[src/rtl/memctrl_arb_pkg.sv]
// Shared types and constants for the memctrl_arb two-requester MEMCTRL sequencer.
package memctrl_arb_pkg;

  typedef enum logic [1:0] {
    IDLE   = 2'd0,
    ACCESS = 2'd1,
    HOLD   = 2'd2
  } state_t;

  // Deasserted levels of the MEMCTRL strobes
  localparam logic CE_IDLE  = 1'b0;
  localparam logic CSB_IDLE = 1'b1;
  localparam logic WEB_IDLE = 1'b1;
  localparam logic OEB_IDLE = 1'b1;

  localparam int RD_LAT_MAX = 4;
  localparam int CNT_W      = $clog2(RD_LAT_MAX + 1);

endpackage

[src/rtl/memctrl_arb_rr.sv]
// 2-way round-robin picker; MEMCTRL_ARB_FIXED_PRIO_EN selects strict priority to requester 0.
module memctrl_arb_rr (
  input  logic       clk,
  input  logic       rst,
  input  logic [1:0] req,
  input  logic       update,
  output logic [1:0] winner
);

`ifdef MEMCTRL_ARB_FIXED_PRIO_EN
  logic unused_ok;
  assign unused_ok = ^{clk, rst, update};

  always_comb begin
    winner = 2'b00;
    if (req[0])      winner = 2'b01;
    else if (req[1]) winner = 2'b10;
  end
`else
  // Set when requester 1 won last, so requester 0 takes the next tie
  logic last1;

  always_ff @(posedge clk or posedge rst) begin
    if (rst)         last1 <= 1'b1;
    else if (update) last1 <= winner[1];
  end

  always_comb begin
    winner = 2'b00;
    case (req)
      2'b01:   winner = 2'b01;
      2'b10:   winner = 2'b10;
      2'b11:   winner = last1 ? 2'b01 : 2'b10;
      default: winner = 2'b00;
    endcase
  end
`endif

endmodule

[src/rtl/memctrl_arb.sv]
// Two-requester arbiter/sequencer driving MEMCTRL strobes (one active cycle, then HOLD).
// Build option: MEMCTRL_ARB_FIXED_PRIO_EN selects fixed priority instead of round-robin.
module memctrl_arb
  import memctrl_arb_pkg::*;
#(
  parameter int AW     = 16,
  parameter int DW     = 8,
  parameter int RD_LAT = 1
) (
  input  logic          CLK,
  input  logic          RST,
  input  logic          REQ0,
  input  logic          WE0,
  input  logic [AW-1:0] ADDR0,
  input  logic [DW-1:0] WDATA0,
  output logic          GNT0,
  output logic          RVALID0,
  output logic [DW-1:0] RDATA0,
  input  logic          REQ1,
  input  logic          WE1,
  input  logic [AW-1:0] ADDR1,
  input  logic [DW-1:0] WDATA1,
  output logic          GNT1,
  output logic          RVALID1,
  output logic [DW-1:0] RDATA1,
  output logic          MEM_CE,
  output logic          MEM_CSB,
  output logic          MEM_WEB,
  output logic          MEM_OEB,
  output logic [AW-1:0] MEM_ADDR,
  output logic [DW-1:0] MEM_IDATA,
  input  logic [DW-1:0] MEM_ODATA,
  output state_t        DBG_STATE
);

  // Handshake: GNTx pulses for one cycle while REQx is still held; the
  // requester's WE/ADDR/WDATA are captured at the edge ending that cycle.

  state_t           state_q, state_d;
  logic [CNT_W-1:0] cnt_q, cnt_d;
  logic             owner_q, owner_d;
  logic             we_q, we_d;
  logic [1:0]       gnt_q, gnt_d;
  logic [1:0]       rvalid_q, rvalid_d;
  logic [DW-1:0]    rdata0_q, rdata0_d, rdata1_q, rdata1_d;
  logic             ce_q, ce_d, csb_q, csb_d, web_q, web_d, oeb_q, oeb_d;
  logic [AW-1:0]    addr_q, addr_d;
  logic [DW-1:0]    idata_q, idata_d;

  logic [1:0]       win;
  logic             grant_slot;
  logic             rr_update;
  logic             sel_we;
  logic [AW-1:0]    sel_addr;
  logic [DW-1:0]    sel_wdata;

  // A grant may be issued from an empty IDLE or on the final HOLD cycle,
  // so the granted cycle coincides with the return to IDLE.
  assign grant_slot = ((state_q == IDLE) && (gnt_q == 2'b00)) ||
                      ((state_q == HOLD) && (cnt_q == CNT_W'(1)));
  assign rr_update  = grant_slot && (win != 2'b00);

  assign sel_we    = gnt_q[1] ? WE1    : WE0;
  assign sel_addr  = gnt_q[1] ? ADDR1  : ADDR0;
  assign sel_wdata = gnt_q[1] ? WDATA1 : WDATA0;

  memctrl_arb_rr u_rr (
    .clk    (CLK),
    .rst    (RST),
    .req    ({REQ1, REQ0}),
    .update (rr_update),
    .winner (win)
  );

  always_comb begin
    state_d  = state_q;
    cnt_d    = cnt_q;
    owner_d  = owner_q;
    we_d     = we_q;
    gnt_d    = 2'b00;
    rvalid_d = 2'b00;
    rdata0_d = rdata0_q;
    rdata1_d = rdata1_q;
    ce_d     = CE_IDLE;
    csb_d    = CSB_IDLE;
    web_d    = WEB_IDLE;
    oeb_d    = OEB_IDLE;
    addr_d   = addr_q;
    idata_d  = '0;
    if (rr_update) gnt_d = win;
    case (state_q)
      IDLE: begin
        if (gnt_q != 2'b00) begin
          owner_d = gnt_q[1];
          we_d    = sel_we;
          ce_d    = 1'b1;
          csb_d   = 1'b0;
          addr_d  = sel_addr;
          if (sel_we) begin
            web_d   = 1'b0;
            idata_d = sel_wdata;
          end else begin
            oeb_d   = 1'b0;
          end
          state_d = ACCESS;
        end
      end
      ACCESS: begin
        state_d = HOLD;
        cnt_d   = we_q ? CNT_W'(1) : CNT_W'(RD_LAT);
      end
      HOLD: begin
        if (cnt_q == CNT_W'(1)) begin
          state_d = IDLE;
          if (!we_q) begin
            if (owner_q) begin
              rvalid_d = 2'b10;
              rdata1_d = MEM_ODATA;
            end else begin
              rvalid_d = 2'b01;
              rdata0_d = MEM_ODATA;
            end
          end
        end else begin
          cnt_d = cnt_q - CNT_W'(1);
        end
      end
      default: state_d = IDLE;
    endcase
  end

  always_ff @(posedge CLK or posedge RST) begin
    if (RST) begin
      state_q  <= IDLE;
      cnt_q    <= '0;
      owner_q  <= 1'b0;
      we_q     <= 1'b0;
      gnt_q    <= 2'b00;
      rvalid_q <= 2'b00;
      rdata0_q <= '0;
      rdata1_q <= '0;
      ce_q     <= CE_IDLE;
      csb_q    <= CSB_IDLE;
      web_q    <= WEB_IDLE;
      oeb_q    <= OEB_IDLE;
      addr_q   <= '0;
      idata_q  <= '0;
    end else begin
      state_q  <= state_d;
      cnt_q    <= cnt_d;
      owner_q  <= owner_d;
      we_q     <= we_d;
      gnt_q    <= gnt_d;
      rvalid_q <= rvalid_d;
      rdata0_q <= rdata0_d;
      rdata1_q <= rdata1_d;
      ce_q     <= ce_d;
      csb_q    <= csb_d;
      web_q    <= web_d;
      oeb_q    <= oeb_d;
      addr_q   <= addr_d;
      idata_q  <= idata_d;
    end
  end

  assign GNT0      = gnt_q[0];
  assign GNT1      = gnt_q[1];
  assign RVALID0   = rvalid_q[0];
  assign RVALID1   = rvalid_q[1];
  assign RDATA0    = rdata0_q;
  assign RDATA1    = rdata1_q;
  assign MEM_CE    = ce_q;
  assign MEM_CSB   = csb_q;
  assign MEM_WEB   = web_q;
  assign MEM_OEB   = oeb_q;
  assign MEM_ADDR  = addr_q;
  assign MEM_IDATA = idata_q;
  assign DBG_STATE = state_q;

endmodule

[config.mk]
export PLATFORM = sky130hd
export DESIGN_NAME = memctrl_arb
export DESIGN_NICKNAME = d
export VERILOG_FILES = /design/src/rtl/memctrl_arb_pkg.sv /design/src/rtl/memctrl_arb_rr.sv /design/src/rtl/memctrl_arb.sv
export SDC_FILE = /design/constraint.sdc
export NUM_CORES = 1
export LEC_CHECK = 0
export BUFFER_PORTS_ARGS = -buffer_cell sky130_fd_sc_hd__buf_2
export CORE_MARGIN = 3
export CORE_UTILIZATION = 46
export DETAILED_ROUTE_END_ITERATION = 6
export PLACE_DENSITY = 0.79
export SYNTH_ARGS = -nofsm -noshare
export SYNTH_HDL_FRONTEND = slang
export SYNTH_HIERARCHICAL = 1
export SYNTH_SLANG_ARGS = --single-unit
[constraint.sdc]
create_clock -name CLK -period 2.25 [get_ports CLK]
set_clock_uncertainty 0.1 [all_clocks]
set_input_delay 0.45 -clock CLK [delete_from_list [all_inputs] [get_ports CLK]]
set_output_delay 0.45 -clock CLK [all_outputs]
set_load 0.02 [all_outputs]
==> flow_results.org <==
** Run status
- The flow ran to the end, and the final reports show no timing, DRC or antenna violations.

** Placed design
- After legalization and detailed placement, the total HPWL measured just under 4000 µm.
- The congestion estimate from routability-driven global placement came to 0.754.
- Once placement completed, the tool counted placed cells totaling 370.
- Input and output buffers added on the ports amount to 111.

** Clock tree
- Clock tree synthesis found a total of 56 sinks.
- The number of hold buffers added after CTS was 0.
- Post-cts gate resize count :: 0
- The later pin in the worst-skew pair is clocked with a latency of around 300 ps.
- Clock-pin slew was measured on the worst setup and hold paths at 100 ps.
- In this run the deepest clock path goes through 2 buffers.
- After clock tree synthesis, the setup repair step added 0 buffers.
- TritonCTS built the clock tree.
- Clock tree synthesis inserted a total of 5 buffers.
- The clock tree synthesis step divided the H-tree into 2 levels.
- CTS placed an instance of sky130_fd_sc_hd__clkbuf_8 at the clock tree root.

** Global routing
- Entering global routing, the biggest net connects 38 pins.
- The first global-routing pass estimated 8470 µm of wire.
- Number of antenna violations at the first check in global routing :: 0
- For this run, the total global-route usage over all layers was measured as 0.172.
- The via count of the first global-routing pass was 1795.
- Global routing finished with a remaining overflow of 0.

** Setup path
- The worst register-to-register path begins at cnt_q[1]$_DFFE_PP0P_.
- Family with the most delay on the worst path :: simple AND/OR/NAND/NOR gates
- Setup crit start :: cnt_q[1]$_DFFE_PP0P_
- Critical Path Slowest Stage Cell :: sky130_fd_sc_hd__or3_1
- Traced cell by cell, the critical path runs through inv_1 > ha_1 > nand4bb_1 > or3_1 > mux2_4.
- Counting both buffers and inverters, the worst setup path holds a total of 1.
- Worst path depth :: 5
- Largest stage delay on the critical path :: about 560 ps
- Kind of capture point of the worst setup path :: flip-flop
- Following the worst setup path forward leads to its endpoint at RDATA0[3]$_DFFE_PP0P_.
- Flop-to-flop setup slack :: about 280 ps
- The endpoint identified for the worst register-to-register timing path is RDATA0[3]$_DFFE_PP0P_.
- Critical path data required time :: around 2400 ps
- By startpoint and endpoint, the worst setup path is classified as flip-flop to flip-flop.
- Depth of the most critical reg-to-reg path :: 5
- Data on the critical path arrives at its endpoint at between 2000 and 2500 ps.
- Max Fanout on Critical Path :: 9
- Crit path launch type :: flip-flop

** Pwr
- VDD sags by at most about 0.00072 V.
- Static leakage :: between 0.0015 and 0.002 µW
- Dividing total power by cell area gives a power density of around 1400 nW/µm².
- Overall power consumption after layout is estimated at 4440 µW.

** Floorplanning
- Die Area :: about 6200 µm²
- From left edge to right edge, the die measures between 70 and 80 µm.
- After floorplanning, the core was sized to cover roughly 4900 µm².
- about 110 I/O pins were placed.
- Vertical die dimension :: slightly below 80 µm
- The initial utilization of the core area, before any placement, comes to 0.496.
- Standard-cell row count :: 25

** Yosys
- Count of warnings emitted by yosys :: 6
- Proportion of netlist area held by the largest area contributor :: 0.534
- By count the netlist is led by sky130_fd_sc_hd__dfrtp_1, sky130_fd_sc_hd__a21oi_1, sky130_fd_sc_hd__mux2i_1.
- Predominant post-synthesis flop cell :: sky130_fd_sc_hd__dfrtp_1
- The largest total area in the synthesized netlist belongs to sky130_fd_sc_hd__dfrtp_1.
- Cell types with the largest area share after synthesis :: sky130_fd_sc_hd__dfrtp_1, sky130_fd_sc_hd__mux2i_1, sky130_fd_sc_hd__a21oi_1
- The cell area that synthesis handed to floorplanning was 2430 µm².
- In this run, synthesis inferred 0 flip-flops with an integrated enable.
- Syn nets :: 261
- Share of synthesized area occupied by flip-flops and latches :: 0.578
- Synthesis instantiated 37 different standard cells from the library.
- In the synthesized netlist the async set-or-reset flop fraction comes to 1.00.
- Synth Register Bits :: 56
- Post-synthesis instance total :: 197
- Averaged over all synthesized cells, the footprint is 12.4 µm².
- Yosys instantiated no cell more often than sky130_fd_sc_hd__dfrtp_1.

** Final layout
- Compared with the post-synthesis result, the final layout area differs by 30.2%.
- Once layout is complete, the utilization of the core stands at 0.646.
- Diode count :: 0
- Of the cells placed in the final design, the portion with a size suffix greater than 1 is 0.489.
- Filler instances :: 395
- Final cell count without fillers :: 378
- After the last flow step, the layout net total stands at about 370.

** Route
- The detailed router used layers up to and including met4.
- Routed length on met2 :: 2400 µm
- After detailed routing, the met3 layer carries a little under 400 µm of wire.
- The routed design has 5100 µm of wire.
- For this block, the initial DRC count from the detailed router was 98.
- Post-DR wirelength/cell :: approximately 13 µm
- DRC :: 0
- After detailed routing, the wire length on met1 is between 2000 and 2500 µm.
- Vias :: approximately 1900
- Pre-antenna DRT Iters :: 4
- After detailed routing, the number of vias per cell comes to ~4.9.
- Count of antenna-violating nets left after detailed routing :: 0

** STA
- Worst Hold Margin :: ~27 ps
- Setup violations remaining at the end of the flow were counted as 0.
- Transition time at the pin with the least slew margin :: between 600 and 700 ps
- Max-slew headroom :: 0.574
- In the final timing run, aggregate negative setup slack is 0 ps.
- Final period utilization :: 0.876
- Fin. Hold Viols :: 0
- Setup repair after global routing left no endpoint under its margin.
- Crit path time final :: 1970 ps
- The total count of max-transition violations in the final report came to 0.
- Static timing analysis puts the maximum clock frequency at 0.507 GHz.

** Run
- Across the run, the number of max-cap violations was 0.

** Min path
- The tightest min-delay check is of the primary input to asynchronous set/reset pin type.
-- metal layers --
metal | track usage | vias to the layer above
met5 | 0 | -
met4 | 0.0524 | 0
met3 | 0.0351 | 7
met2 | 0.270 | 84
met1 | 0.241 | 846
li1 | - | 913
-- placed cells by master (no fill, tap or decap), drive strengths merged, types with 3 or more instances in the layout --
cell	synthesis	final
clkbuf	3	5
dfrtp	52	52
dfstp	4	4
nand2	4	4
mux2i	25	25
and2	3	3
mux2	17	17
nor2	9	9
buf	8	117
o21ai	3	3
a21oi	34	34
inv	9	10
-- sequential cells by signal, summed over array words and instances (netlist names), 2 cells and up --
name       cells
RDATA1         8
MEM_ADDR      16
rvalid_q       2
MEM_IDATA      8
gnt_q          2
RDATA0         8
cnt_q          3
DBG_STATE      2
-- how the worst min path moves through the flow --
stage	startpoint	endpoint
after floorplan	RST	u_rr/last1$_DFFE_PP1P_
after global placement	RST	u_rr/last1$_DFFE_PP1P_
after detailed placement	RST	u_rr/last1$_DFFE_PP1P_
after CTS	RST	u_rr/last1$_DFFE_PP1P_
after global routing	RST	u_rr/last1$_DFFE_PP1P_
final	RST	MEM_ADDR[11]$_DFFE_PP0P_
-- cell families after synthesis --
logic type | after synthesis | synth area share
buffers and inverters | 20 | 0.0375
AOI/OAI and AO/OA | 47 | 0.110
DFF | 56 | 0.578
muxes | 42 | 0.195
adders and majority gates | 2 | 0.0103
and+or+nand+nor | 30 | 0.0689
-- worst register-to-register path, stage by stage, from the launching register on --
cell	delay, ps
sky130_fd_sc_hd__dfrtp_1	400
sky130_fd_sc_hd__inv_1	80
sky130_fd_sc_hd__ha_1	200
sky130_fd_sc_hd__nand4bb_1	140
sky130_fd_sc_hd__or3_1	560
sky130_fd_sc_hd__mux2_4	380
-- metrics by stage --
stage,setup slack [ps],cell area [µm²]
3_3_place_gp,342,3070
5_1_grt,162,3170
2_1_floorplan,362,2430
4_1_cts,279,3170
3_5_place_dp,286,3070
6_report,279,3170
-- final cells by class --
class | count | area (µm²) | area share
repair buffers | 117 | 613 | 0.193
clock buffers | 5 | 68.8 | 0.0217
well taps | 67 | 83.8 | 0.0264
flip-flops and latches | 56 | 1410 | 0.444
multi-input cells | 121 | 937 | 0.296
clock inverters | 3 | 27.5 | 0.00868
inverters | 9 | 33.8 | 0.0107
-- report_power, final --
group	internal (µW)	leakage, µW	total, µW	switching [µW]
Sequential	1440	0.000670	1670	227
Combinational	898	0.000894	2210	1310
Clock	229	0.0000463	559	330
Total	2570	0.00161	4440	1870
Power figures use the tool's default switching activity.
